## src/rtl/divu_seq_if.sv

```systemverilog
// Start/busy/done handshake and operand/result bus of the sequential divider.
// Handshake: start is a request sampled on a rising edge; it is accepted only
// while busy is low (idle or in the done cycle), and done pulses for one cycle
// when q/r/div_zero are valid. Results then hold until the next accepted start.
interface divu_seq_if;
    logic        start;
    logic [31:0] dividend;
    logic [31:0] divisor;
    logic [31:0] q;
    logic [31:0] r;
    logic        busy;
    logic        done;
    logic        div_zero;

    modport master (
        output start, dividend, divisor,
        input  q, r, busy, done, div_zero
    );

    modport slave (
        input  start, dividend, divisor,
        output q, r, busy, done, div_zero
    );
endinterface

```

## src/rtl/divu_seq.sv

```systemverilog
// 32-bit unsigned restoring divider, one quotient bit per clock, for the DIVU path.
// Quotient lands on q (LO), remainder on r (HI); both hold until the next accepted start.
module divu_seq (
    input  logic       clk,
    input  logic       reset,
    divu_seq_if.slave  bus,
    output logic [1:0] dbg_state_o
);
    typedef enum logic [1:0] {
        IDLE = 2'd0,
        RUN  = 2'd1,
        DONE = 2'd2
    } state_t;

    state_t      state_q;
    logic [31:0] dq_q;
    logic [31:0] dvs_q;
    logic [31:0] rem_q;
    logic [31:0] q_q;
    logic [31:0] r_q;
    logic [4:0]  cnt_q;
    logic        busy_q;
    logic        done_q;
    logic        dz_q;

    logic [32:0] shifted_d;
    logic [32:0] trial_d;
    logic [31:0] rem_d;
    logic [31:0] dq_d;
    logic        accept_d;

    // The partial remainder stays below the divisor, so 32 stored bits suffice;
    // the 33rd bit only exists transiently in the shifted/trial values.
    always_comb begin
        shifted_d = {rem_q, dq_q[31]};
        trial_d   = shifted_d - {1'b0, dvs_q};
        rem_d     = trial_d[32] ? shifted_d[31:0] : trial_d[31:0];
        dq_d      = {dq_q[30:0], ~trial_d[32]};
    end

    assign accept_d = bus.start && ((state_q == IDLE) || (state_q == DONE));

    always_ff @(posedge clk or negedge reset) begin
        if (!reset) begin
            state_q <= IDLE;
            dq_q    <= '0;
            dvs_q   <= '0;
            rem_q   <= '0;
            q_q     <= '0;
            r_q     <= '0;
            cnt_q   <= '0;
            busy_q  <= 1'b0;
            done_q  <= 1'b0;
            dz_q    <= 1'b0;
        end else if (accept_d) begin
            dq_q    <= bus.dividend;
            dvs_q   <= bus.divisor;
            rem_q   <= '0;
            cnt_q   <= '0;
            done_q  <= 1'b0;
            dz_q    <= 1'b0;
            busy_q  <= (bus.divisor != 32'd0);
            state_q <= RUN;
        end else begin
            case (state_q)
                RUN: begin
                    // A zero divisor spends one non-busy cycle here so its done
                    // pulse arrives one edge after acceptance.
                    if (dvs_q == 32'd0) begin
                        q_q     <= '1;
                        r_q     <= dq_q;
                        dz_q    <= 1'b1;
                        done_q  <= 1'b1;
                        state_q <= DONE;
                    end else begin
                        rem_q <= rem_d;
                        dq_q  <= dq_d;
                        cnt_q <= cnt_q + 5'd1;
                        if (cnt_q == 5'd31) begin
                            q_q     <= dq_d;
                            r_q     <= rem_d;
                            busy_q  <= 1'b0;
                            done_q  <= 1'b1;
                            state_q <= DONE;
                        end
                    end
                end
                DONE: begin
                    done_q  <= 1'b0;
                    state_q <= IDLE;
                end
                default: begin
                    state_q <= IDLE;
                end
            endcase
        end
    end

    assign bus.q        = q_q;
    assign bus.r        = r_q;
    assign bus.busy     = busy_q;
    assign bus.done     = done_q;
    assign bus.div_zero = dz_q;
    assign dbg_state_o  = state_q;
endmodule

```

## src/flat_wrapper.sv

```systemverilog
// flat-port wrapper written by rule: the top's interface ports become plain ports
module divu_seq_flat 
  (clk, reset, dbg_state_o, bus_start, bus_dividend, bus_divisor, bus_q, bus_r, bus_busy, bus_done, bus_div_zero);
  divu_seq_if bus_i ();
  input  logic clk;
  input  logic reset;
  output logic [1:0] dbg_state_o;
  input wire logic [$bits(bus_i.start)-1:0] bus_start;
  input wire logic [$bits(bus_i.dividend)-1:0] bus_dividend;
  input wire logic [$bits(bus_i.divisor)-1:0] bus_divisor;
  output wire logic [$bits(bus_i.q)-1:0] bus_q;
  output wire logic [$bits(bus_i.r)-1:0] bus_r;
  output wire logic [$bits(bus_i.busy)-1:0] bus_busy;
  output wire logic [$bits(bus_i.done)-1:0] bus_done;
  output wire logic [$bits(bus_i.div_zero)-1:0] bus_div_zero;
  assign bus_i.start = bus_start;
  assign bus_i.dividend = bus_dividend;
  assign bus_i.divisor = bus_divisor;
  assign bus_q = bus_i.q;
  assign bus_r = bus_i.r;
  assign bus_busy = bus_i.busy;
  assign bus_done = bus_i.done;
  assign bus_div_zero = bus_i.div_zero;
  divu_seq u_core (.clk(clk), .reset(reset), .bus(bus_i), .dbg_state_o(dbg_state_o));
endmodule
```

## config.mk

```make
export PLATFORM = sky130hd
export DESIGN_NAME = divu_seq_flat
export DESIGN_NICKNAME = d
export VERILOG_FILES = /design/src/rtl/divu_seq_if.sv /design/src/rtl/divu_seq.sv /design/src/flat_wrapper.sv
export SDC_FILE = /design/constraint.sdc
export NUM_CORES = 1
export LEC_CHECK = 0
export ABC_AREA = 1
export BUFFER_PORTS_ARGS = -buffer_cell sky130_fd_sc_hd__buf_4
export CORE_UTILIZATION = 55
export CTS_BUF_LIST = sky130_fd_sc_hd__clkbuf_2 sky130_fd_sc_hd__clkbuf_4 sky130_fd_sc_hd__clkbuf_8
export DETAILED_ROUTE_END_ITERATION = 12
export PLACE_DENSITY_LB_ADDON = 0.05
export SLEW_MARGIN = 40
export SYNTH_ARGS = -nofsm -noshare
export SYNTH_HDL_FRONTEND = slang
export SYNTH_SLANG_ARGS = --single-unit
```

## constraint.sdc

```tcl
create_clock -name clk -period 2.3 [get_ports clk]
set_input_delay 0.115 -clock clk [delete_from_list [all_inputs] [get_ports clk]]
set_output_delay 0.115 -clock clk [all_outputs]
set_load 0.01 [all_outputs]
```

; Yosys cells after proc, flatten, opt, wreduce, memory -nomap -nowiden
; Cells that the tools add are included.
[op_classes]
muxes = 29
n_reduce_logical = 15
n_eq_ne = 5
n_addsub = 2
n_bitwise = 2
[op_table]
columns = op, n
row1 = $mux 32, 11
row2 = $sub 33x32->33, 1
row3 = $logic_not 32->1, 1
row4 = $reduce_bool 32->1, 1
row5 = $mux 5, 3
row6 = $mux 1, 10
row7 = $mux 2, 4
row8 = $reduce_bool 2->1, 4
row9 = $reduce_and 2->1, 3
row10 = $reduce_and 3->1, 2
row11 = $add 5x1->5 const B, 1
row12 = $eq 5x5->1 const B, 1
row13 = $ne 4x1->1 const B, 1
row14 = $reduce_bool 3->1, 1
row15 = $eq 2x1->1 const B, 1
row16 = $eq 2x2->1 const B, 1
row17 = $logic_not 2->1, 1
row18 = $ne 2x1->1 const B, 1
row19 = $not 1->1, 2
row20 = $pmux 1 s2, 1
row21 = $logic_and 1x1->1, 1
row22 = $logic_or 1x1->1, 1
[totals]
in_bits = 67
elab_cells = 63
out_inout_bits = 69
register_bits = 170

; Logic depth before layout (Yosys ltp)
[logic_depth]
word_depth = 5
ltp_mapped = 19
depth_no_buf = 18

; Worst setup path after synthesis
; No wires, ideal clock.
[synth_path]
kind = reg-to-reg
startpoint = reg u_core.dvs_q[0]
endpoint = reg u_core.r_q[10], in the netlist u_core.bus.r[10]
t_arrival_ns = 2.134
t_required_ns = 2.184
slack_ns = 0.049
period_less_slack_ns = 2.251
path_stages_with_launch = 18
setup_ns = 0.116
path_cell_list = dfrtp_1 -> ha_1 -> fa_1 -> inv_1 -> nand2_1 -> nand2_1 -> nand3_1 -> nand2_1 -> nand2_1 -> nand2_2 -> nand2_2 -> nand2_2 -> nand2_2 -> buf_2 -> nand3_1 -> nand3_1 -> nand2_1 -> nand2_1
[synth_between]
elab_chain_cells = 4
[synth_rtl]
columns = item, line
row1 = "start, declared", divu_seq.sv:17  ; logic [31:0] dvs_q;
row2 = "start signal, assigned", divu_seq.sv:57  ; dvs_q <= bus.divisor;
row3 = $sub 33x32->33, divu_seq.sv:36  ; trial_d = shifted_d - {1'b0, dvs_q};
row4 = $mux 32, divu_seq.sv:37  ; rem_d = trial_d[32] ? shifted_d[31:0] : trial_d[31:0];
row5 = $mux 32, divu_seq.sv:79  ; if (cnt_q == 5'd31) begin
row6 = $mux 32, divu_seq.sv:69  ; if (dvs_q == 32'd0) begin
row7 = "end signal, assigned", divu_seq.sv:71  ; r_q <= dq_q;
row8 = "end signal, assigned", divu_seq.sv:81  ; r_q <= rem_d;
row9 = "end, declared", divu_seq.sv:20  ; logic [31:0] r_q;
; Parallel ways exist; a longest one is shown, timed or not. The select of a mux whose other input is x is not followed.
; A chain may end at the register's enable or synchronous reset.

; Worst setup path after layout
[layout_path]
startpoint = reg u_core.dvs_q[0]
endpoint = reg u_core.r_q[19], in the netlist u_core.bus.r[19]
; The elaborated chain is that of the path after synthesis.

==> impl_metrics.py <==
metrics = {
    "outcome": {
        "outcome": "finished, violations left",
        "violations": "setup timing",
    },
    "worst_setup_path": {
        "max_stage_delay_ps": 430,
        "path_buf_inv": 2,
        "crit_family": "simple AND/OR/NAND/NOR gates",
        "path_depth": 18,
        "critPathLaunchType": "register",
        "crit_top_cell": "nand2_2",
        "r2r_slack_ps": -100,
        "r2r_start": "u_core.dvs_q[0]$_DFFE_PN0P_",
        "crit_arrival_ps": 2820,
        "slowest_stage": "dfrtp_1",
        "worst_setup_path_end_kind": "register",
        "critPathRequiredTime_ps": 2720,
        "rr_endpoint": "u_core.bus.r[19]$_DFFE_PN0P_",
        "path_cells": "ha_4 -> fa_2 -> inv_2 -> nand2_2 -> nand2_2 -> nand3_2 -> nand2_2 -> nand2_2 -> nand2_2 -> nand2_4 -> nand2_4 -> nand2_8 -> nand2_8 -> clkbuf_16 -> nand2_4 -> nand3_1 -> nand2_1 -> nand2_1",
        "critical_path_class": "register to register",
        "r2r_cells": 18,
        "path_max_fanout": 6,
    },
    "sta": {
        "relSlewSlack_pct": 60.9,
        "fmax_ghz": 0.416,
        "finalSetupViolCount": 61,
        "period_needed_ps": 2400,
        "rsz0062_at_grt": "true",
        "timing.final.crit_share_pct": 104,
        "tightest_slew_ps": 582,
        "setup_ws_ps": -101,
        "hold_viol_final": 0,
        "slew_viol_final": 0,
        "worst_hold_slack_ps": 93.9,
        "fin_skew_ps": 15.7,
    },
    "min_path": {
        "min_path_type": "primary input to register",
        "hold_depth": 5,
        "min_from": "bus_dividend[31]",
        "hold-path-endpoint": "u_core.dq_q[31]$_DFFE_PN0P_",
    },
    "placed_design": {
        "place_inst": 1976,
        "port_buffers": 135,
        "placed_cell_area_mm2": 0.0125,
        "dp.final_hpwl_um": 24400,
        "gp_congestion": 0.947,
    },
    "power_and_ir_drop": {
        "vdd_drop_max_v": 0.000792,
        "p_leak_nw": 8.40,
        "powerDensity_mw_per_mm2": 982,
    },
    "clocking": {
        "cts.clk_slew.worst_paths_ps": 100,
        "cts_buffer_depth": 2,
        "cts-root-buf": "clkbuf_8",
        "h-tree-depth": 4,
        "cts_buffers": 17,
        "clk-insertion-delay-late_ps": 480,
        "cts_sinks": 170,
        "tritoncts": "done",
    },
    "logic_synthesis": {
        "syn_nets": 1663,
        "netlist_instances": 1558,
        "yosys_warnings": 0,
        "netlist_area_mm2": 0.0105,
        "synth_seq_cells": 170,
        "synth_flop_cell": "dfrtp_1",
        "synth-edff-count": 0,
        "synthDistinctLibCells": 32,
        "yosysSeqAreaShare_pct": 40.4,
        "synth_area_leaders": "dfrtp_1 (40%), nand2_1 (21%), inv_1 (7.1%)",
        "avgSynthCellArea_um2": 6.75,
        "synth_top_area_cell": "dfrtp_1",
        "synth_top_area_share_pct": 40.4,
        "async_reset_ff_share_pct": 100,
    },
    "die": {
        "die_w_um": 140,
        "initial_core_util_pct": 56.2,
        "die_h_um": 140,
        "num_rows": 50,
        "dieArea_mm2": 0.0197,
        "core_area_mm2": 0.0187,
        "ios": 136,
    },
    "routing": {
        "first_iter_violations": 809,
        "dr_total_vias": 11200,
        "first_pass_iters": 5,
        "drt-vias-per-instance": 5.33,
        "wl_um": 34200,
        "drc": 0,
        "wl_per_cell_um": 16.3,
        "antenna_left": 0,
    },
    "final_layout": {
        "final_common_cell": "nand2_1",
        "nNetsFinal": 1954,
        "drive_gt1_share_pct": 23.7,
        "design_area_mm2": 0.0145,
        "areaGrowthSynthToFinish_pct": 37.9,
        "final_cell_mix": "nand2_1 (556), buf_4 (238), inv_1 (194)",
        "antenna_cells": 0,
        "fin_cells": 2096,
    },
    "global_route": {
        "grt_antenna_before_repair": 0,
        "grt_pass1_vias": 10200,
        "overflow": 0,
        "grt_max_degree": 62,
        "grt_usage_pct": 34.2,
        "grt_pass1_wl_um": 51900,
    },
    "job": {
        "maxCapViolCount": 0,
    },
}
## sequential cells by signal, summed over array words and instances (netlist names)
register	cells
u_core.cnt_q	5
u_core.bus.q	32
u_core.dvs_q	32
u_core.bus.div_zero	1
u_core.dbg_state_o	2
u_core.dq_q	32
u_core.rem_q	32
u_core.bus.busy	1
u_core.bus.done	1
u_core.bus.r	32
## per-stage QoR
step / total power, mW / utilization [%] / TNS (ps) / setup slack (ps)
after CTS: 13.2 / 73.0 / -25.9 / -13.5
after detailed placement: 10.8 / 67.0 / -1410 / -82.5
after floorplan: 8.11 / - / 0 / 49.2
after global placement: 10.6 / 67.0 / -54.1 / -28.5
after global routing: 15.2 / 77.6 / -13670 / -223
final: 14.2 / 77.6 / -3510 / -101
## cells in the mapped netlist, types with 5 or more instances
| master | instances |
|---|---|
| o21ai_1 | 35 |
| inv_1 | 199 |
| o21ai_0 | 68 |
| nor4_1 | 16 |
| nor2_1 | 111 |
| clkbuf_1 | 27 |
| nand3_1 | 101 |
| a21oi_1 | 83 |
| buf_2 | 21 |
| inv_2 | 5 |
| nand2_2 | 26 |
| ha_1 | 37 |
| nand2_1 | 598 |
| nand4_1 | 12 |
| xor2_1 | 15 |
| dfrtp_1 | 170 |
## kinds of logic (layout without fill, tap and decap cells)
kind of cell | Yosys count | in the layout | synth area share, %
AO/OA/AOI/OAI | 192 | 192 | 9.27
XOR/XNOR | 17 | 17 | 1.42
adder cells (fa/ha/maj) | 38 | 38 | 4.59
buffers and inverters | 262 | 566 | 9.92
flip-flops | 170 | 170 | 40.4
multiplexers | 1 | 1 | 0.0952
AND/OR/NAND/NOR | 878 | 878 | 34.3
## worst min-delay path, cell delays in order
cell and delay, ps:
buf_4 90, nor2_1 40, nor2_1 100, nand2_1 90, o21ai_1 100
## worst max-delay path by stage
stage | start | end
floorplan | u_core.dvs_q[0]$_DFFE_PN0P_ | u_core.bus.r[10]$_DFFE_PN0P_
global placement | u_core.rem_q[18]$_DFFE_PN0P_ | u_core.bus.r[23]$_DFFE_PN0P_
detailed placement | u_core.dvs_q[0]$_DFFE_PN0P_ | u_core.bus.r[8]$_DFFE_PN0P_
CTS | u_core.rem_q[16]$_DFFE_PN0P_ | u_core.bus.r[8]$_DFFE_PN0P_
global route | u_core.dvs_q[0]$_DFFE_PN0P_ | u_core.rem_q[31]$_DFFE_PN0P_
finish | u_core.dvs_q[0]$_DFFE_PN0P_ | u_core.bus.r[19]$_DFFE_PN0P_
## repair_timing
item	CTS	global route
gates resized for setup	19	122
cloned	0	7
pin swaps	2	25
hold endpoints to repair	111	0
buffers inserted	0	17
setup endpoints to repair	55	121
hold buffers	64	0
## power breakdown
group	switching, mW	leakage, nW	internal, mW	total (mW)
Clock	1.33	0.211	0.956	2.29
Sequential	0.440	2.26	3.61	4.05
Combinational	4.80	5.93	3.11	7.91
## routing by layer
| metal | vias up | global-route usage [%] | share of wire (%) |
|---|---|---|---|
| met1 | 5223 | 45.8 | 43 |
| met2 | 415 | 56.9 | 48 |
| met5 | - | 0 | 0 |
| met4 | 0 | 13.2 | 3.6 |
| met3 | 76 | 3.86 | 5.5 |
| li1 | 5453 | - | - |
## cell type report
cell class / instances / area, um2
Inverter: 204 / 769
Clock buffer: 18 / 248
Timing Repair Buffer: 330 / 2980
Tap cell: 234 / 293
Sequential cell: 170 / 4260
Clock inverter: 14 / 173
Fill cell: 1420 / 4200
Multi-Input combinational cell: 1126 / 5790
(Power assumes the default switching activity.)
